`src/rtl/scan_sequencer.sv`:
```
// Frame sequencer for the golden-pattern scan chain: load pulse, CHAIN_LEN shifts,
// bitwise compare against GOLDEN, per-frame result plus error/frame counters.
module scan_sequencer #(
  parameter int                   CHAIN_LEN  = 16,
  parameter logic [CHAIN_LEN-1:0] GOLDEN     = 16'hA5C3,
  parameter int                   GAP_CYCLES = 4,
  parameter int                   CNT_W      = 8
) (
  input  logic             clk,
  input  logic             rstn,
  input  logic             start,
  input  logic             continuous,
  input  logic             abort,
  input  logic             scan_data,
  output logic             load_gold,
  output logic             scan_en,
  output logic             shift_en,
  output logic             busy,
  output logic             frame_done,
  output logic             mismatch,
  output logic [CNT_W-1:0] err_count,
  output logic [CNT_W-1:0] frame_count,
  output logic [1:0]       state_dbg
);

  localparam int IDX_W = $clog2(CHAIN_LEN);
  localparam int GAP_W = $clog2(GAP_CYCLES + 1);
  localparam logic [IDX_W-1:0] IDX_LAST = IDX_W'(CHAIN_LEN - 1);
  localparam logic [GAP_W-1:0] GAP_LAST = GAP_W'(GAP_CYCLES - 1);
  localparam logic [CNT_W-1:0] CNT_MAX  = '1;

  typedef enum logic [1:0] {
    S_IDLE  = 2'd0,
    S_LOAD  = 2'd1,
    S_SHIFT = 2'd2,
    S_GAP   = 2'd3
  } state_t;

  state_t            state, state_next;
  logic [IDX_W-1:0]  idx;
  logic [GAP_W-1:0]  gap_cnt;
  logic              frame_err;
  logic              start_accept;
  logic              bit_err;
  logic              frame_end;

  always_comb begin
    state_next   = state;
    start_accept = 1'b0;
    bit_err      = 1'b0;
    frame_end    = 1'b0;
    case (state)
      S_IDLE: begin
        if (start && !abort) begin
          state_next   = S_LOAD;
          start_accept = 1'b1;
        end
      end
      S_LOAD: state_next = S_SHIFT;
      S_SHIFT: begin
        bit_err = (scan_data != GOLDEN[idx]);
        if (idx == IDX_LAST) begin
          state_next = S_GAP;
          frame_end  = !abort;
        end
      end
      S_GAP: begin
        if (gap_cnt == GAP_LAST) state_next = continuous ? S_LOAD : S_IDLE;
      end
      default: state_next = S_IDLE;
    endcase
    // Abort wins over everything, but the compare of this cycle still counts.
    if (abort) state_next = S_IDLE;
  end

  always_ff @(posedge clk) begin
    if (!rstn) begin
      state       <= S_IDLE;
      idx         <= '0;
      gap_cnt     <= '0;
      frame_err   <= 1'b0;
      frame_done  <= 1'b0;
      mismatch    <= 1'b0;
      err_count   <= '0;
      frame_count <= '0;
    end else begin
      state      <= state_next;
      frame_done <= frame_end;

      if (state == S_LOAD)       idx <= '0;
      else if (state == S_SHIFT) idx <= (idx == IDX_LAST) ? '0 : idx + IDX_W'(1);

      gap_cnt <= (state == S_GAP) ? gap_cnt + GAP_W'(1) : '0;

      if (state == S_LOAD) frame_err <= 1'b0;
      else if (bit_err)    frame_err <= 1'b1;

      if (start_accept)                        err_count <= '0;
      else if (bit_err && err_count != CNT_MAX) err_count <= err_count + CNT_W'(1);

      if (start_accept)   frame_count <= '0;
      else if (frame_end) frame_count <= frame_count + CNT_W'(1);

      if (start_accept)   mismatch <= 1'b0;
      else if (frame_end) mismatch <= frame_err | bit_err;
    end
  end

  assign load_gold = (state == S_LOAD);
  assign scan_en   = (state == S_SHIFT);
  assign shift_en  = (state == S_SHIFT);
  assign busy      = (state != S_IDLE);
  assign state_dbg = state;

endmodule

```
`config.mk`:
```
export PLATFORM = sky130hd
export DESIGN_NAME = scan_sequencer
export DESIGN_NICKNAME = d
export VERILOG_FILES = /design/src/rtl/scan_sequencer.sv
export SDC_FILE = /design/constraint.sdc
export NUM_CORES = 1
export LEC_CHECK = 0
export ABC_AREA = 1
export BUFFER_PORTS_ARGS = -buffer_cell sky130_fd_sc_hd__buf_2
export CAP_MARGIN = 15
export CORE_UTILIZATION = 48
export CTS_CLUSTER_SIZE = 24
export DETAILED_ROUTE_END_ITERATION = 16
export PLACE_DENSITY = 0.77
export SLEW_MARGIN = 10
export SYNTH_ARGS = -nofsm -noshare
export SYNTH_HDL_FRONTEND = slang
export SYNTH_SLANG_ARGS = --single-unit
```
`constraint.sdc`:
```
create_clock -name clk -period 1.7 [get_ports clk]
set_clock_uncertainty 0.2 [all_clocks]
set_input_delay 0.34 -clock clk [delete_from_list [all_inputs] [get_ports clk]]
set_output_delay 0.34 -clock clk [all_outputs]
set_load 0.02 [all_outputs]
```
==> flow_metrics.env <==
export IMPL_setup_violations=0
export IMPL_worstPathArrival_ns=1.15
export IMPL_coreArea_um2=3103
export IMPL_area_growth_pct=20.61
export IMPL_rsz0062_at_grt="yes"
export IMPL_clk_pin_slew_worst_paths_ns=0.08
export IMPL_worstMarginPinSlew_ns=0.2534
export IMPL_ant_nets=0
export IMPL_grt_max_degree=11
export IMPL_p_leak_nw=0.8823
export IMPL_final_period_utilization_pct=99.30
export IMPL_first_global_vias=1390
export IMPL_synth_area_um2=1590
export IMPL_r2r_slack_ns=0.10
export IMPL_post_drt_wl_per_cell_um=11.08
export IMPL_synth_cells=237
export IMPL_antenna_found_initial=0
export IMPL_syn_avg_cell_area_um2=6.710
export IMPL_initial_core_util_pct=51.25
export IMPL_cts_tree="yes"
export IMPL_max_vdd_ir_drop_v=0.0004559
export IMPL_fin_crit_ns=1.688
export IMPL_post_dp_hpwl_um=2540
export IMPL_vias_per_cell=4.806
export IMPL_slew_violations=0
export IMPL_hp_start="abort"
export IMPL_drt_iter0_markers=73
export IMPL_hold_path_endpoint="state_dbg[1]$_SDFFE_PP0P_"
export IMPL_ff2ff_path_depth=6
export IMPL_synth_nets=252
export IMPL_antenna_cells=0
export IMPL_cts_buffer_depth=2
export IMPL_grt_pass1_wl_um=5644
export IMPL_crit_type="reg2out"
export IMPL_io_pins=30
export IMPL_maxCapViolCount=0
export IMPL_synth_cell_types=26
export IMPL_min_path_cells=4
export IMPL_dr_pass1_iters=4
export IMPL_die_y_um=59.56
export IMPL_grt_busiest_layer="met2"
export IMPL_dpl_worst_slack_ns=0.01984
export IMPL_fin_ws_ns=0.01189
export IMPL_final_common_cell="nand2_1"
export IMPL_ys_warn_count=0
export IMPL_wl_um=3545
export IMPL_worst_path_max_fanout=3
export IMPL_num_rows=20
export IMPL_n_fill_cell=317
export IMPL_drc=0
export IMPL_endpoint_kind="output port"
export IMPL_slowest_delay_ns=0.37
export IMPL_routed_via_count=1538
export IMPL_cts_root_buf="clkbuf_4"
export IMPL_die_area_um2=3547
export IMPL_hp_class="in2reg"
export IMPL_slowest_stage="dfxtp_4"
export IMPL_cts_buffers=5
export IMPL_globalRouteMet1Util_pct=24.60
export IMPL_status="finished, final reports clean"
export IMPL_grt_total_usage_pct=21.79
export IMPL_power_mw=1.292
export IMPL_r2r_start="idx[0]$_SDFFE_PP0P_"
export IMPL_drive_gt1_share_pct=22.83
export IMPL_final_core_util_pct=61.81
export IMPL_fin_nets=291
export IMPL_use_met2_pct=36.28
export IMPL_portBuffers=29
export IMPL_crit_required_ns=1.16
export IMPL_path_cells="inv_4 > ha_2 > inv_4 > buf_6"
export IMPL_clock_sinks=29
export IMPL_fmax_mhz=592.4
export IMPL_fp_dieW_um=59.56
export IMPL_cts_max_level=2
export IMPL_crit_path_frequent_cell="inv_4"
export IMPL_yosys_register_bits=29
export IMPL_gp_congestion=0.8550
export IMPL_startpoint_type="flip-flop"
export IMPL_hold_viol=0
export IMPL_met3_usage_pct=7.642
export IMPL_clk_latency_ns=0.34
export IMPL_p_per_area_nw_per_um2=673.8
export IMPL_overflow=0
export IMPL_slew_headroom_pct=83.08
export IMPL_rr_endpoint="frame_count[5]$_SDFFE_PP0P_"
export IMPL_ys_seq_area_share_pct=36.51
export IMPL_final_cell_mix="71 x nand2_1, 34 x nor2_1, 29 x inv_1"
[critical path: cells and delay by family, from the launching register on]
kind	cells	cell delay (ns)
flip-flops	1	0.37
adder cells (fa/ha/maj)	1	0.21
buffers and inverters	3	0.24
[logic make-up (layout without fill, tap and decap cells)]
logic type      after synthesis  after routing  share of synthesized area, %
fa+ha+maj                     9              9                         7.081
compound gates               22             22                         8.183
simple gates                137            137                         36.74
buf+inv                      36             75                         9.284
flops                        29             29                         36.51
xor+xnor                      4              4                         2.203
[final cells by class]
class / instances / area, um^2 / area share (%)
clock buffers: 7 / 55.05 / 2.870
inverters: 34 / 133.9 / 6.980
multi-input cells: 172 / 889.6 / 46.38
flip-flops and latches: 29 / 588.1 / 30.66
well taps: 44 / 55.05 / 2.870
repair buffers: 34 / 196.4 / 10.24
[state kept, by name, summed over array words and instances (netlist names), named ones only]
signal / count
gap_cnt: 3
mismatch: 1
frame_count: 8
state_dbg: 2
frame_done: 1
idx: 4
frame_err: 1
err_count: 8
[stage by stage]
step                      instance area (um^2)  std cells  hold slack, ns  setup TNS [ns]
final                                     1918        320          0.1080               0
after global routing                      1918        320          0.1062        -0.06965
after CTS                                 1896        320         0.09913               0
after detailed placement                  1812        311          0.2152               0
after global placement                    1812        311          0.2118               0
after floorplan                           1608        237          0.1991               0
[where the power goes]
part | internal (mW) | switching, mW | leakage (nW)
clock | 0.195 | 0.234 | 0.0314
combinational | 0.0623 | 0.103 | 0.615
sequential | 0.688 | 0.0102 | 0.235
total | 0.945 | 0.347 | 0.882
[per-layer routing]
layer	up-vias	part of all wire (%)	wire, um
li1	816	-	-
met1	690	46	1642
met2	27	48	1698
met3	5	4.0	142
met4	0	1.7	62
met5	-	0	0
[cells in the mapped netlist]
library cell / instances / area [um^2]
a21boi_0: 1 / 7.510
a21oi_1: 11 / 55.05
a21oi_2: 1 / 8.760
buf_4: 1 / 7.510
buf_6: 1 / 11.26
clkinv_2: 1 / 5.000
dfxtp_1: 29 / 580.6
ha_1: 9 / 112.6
inv_1: 32 / 120.1
inv_2: 1 / 3.750
nand2_1: 71 / 266.5
nand2_2: 3 / 18.77
nand2_4: 1 / 11.26
nand3_1: 18 / 90.09
nand4_1: 4 / 25.02
nor2_1: 34 / 127.6
nor2_2: 3 / 18.77
nor2_4: 1 / 11.26
nor3_1: 1 / 5.000
nor3_2: 1 / 10.01
o21ai_0: 6 / 30.03
o21ai_1: 1 / 5.000
o21ai_4: 1 / 16.27
o21bai_1: 1 / 7.510
xnor2_1: 1 / 8.760
xor2_1: 3 / 26.28
[timing repair]
item,4_1_cts,5_1_grt
cloned,0,0
buffers inserted,2,0
gates resized for setup,8,8
pin swaps,0,1
hold buffers,0,0
setup endpoints to repair,4,7
[how the worst max path moves through the flow]
stage,cells past startpoint,from,slack [ns],end
finish,4,state_dbg[0]$_SDFFE_PP0P_,0.01,busy
global route,4,state_dbg[1]$_SDFFE_PP0P_,-0.03,busy
CTS,4,state_dbg[0]$_SDFFE_PP0P_,0.005,busy
detailed placement,8,state_dbg[0]$_SDFFE_PP0P_,0.02,mismatch$_SDFFE_PP0P_
global placement,8,state_dbg[0]$_SDFFE_PP0P_,0.10,mismatch$_SDFFE_PP0P_
floorplan,9,state_dbg[0]$_SDFFE_PP0P_,0.03,mismatch$_SDFFE_PP0P_
(Power assumes the default switching activity.)
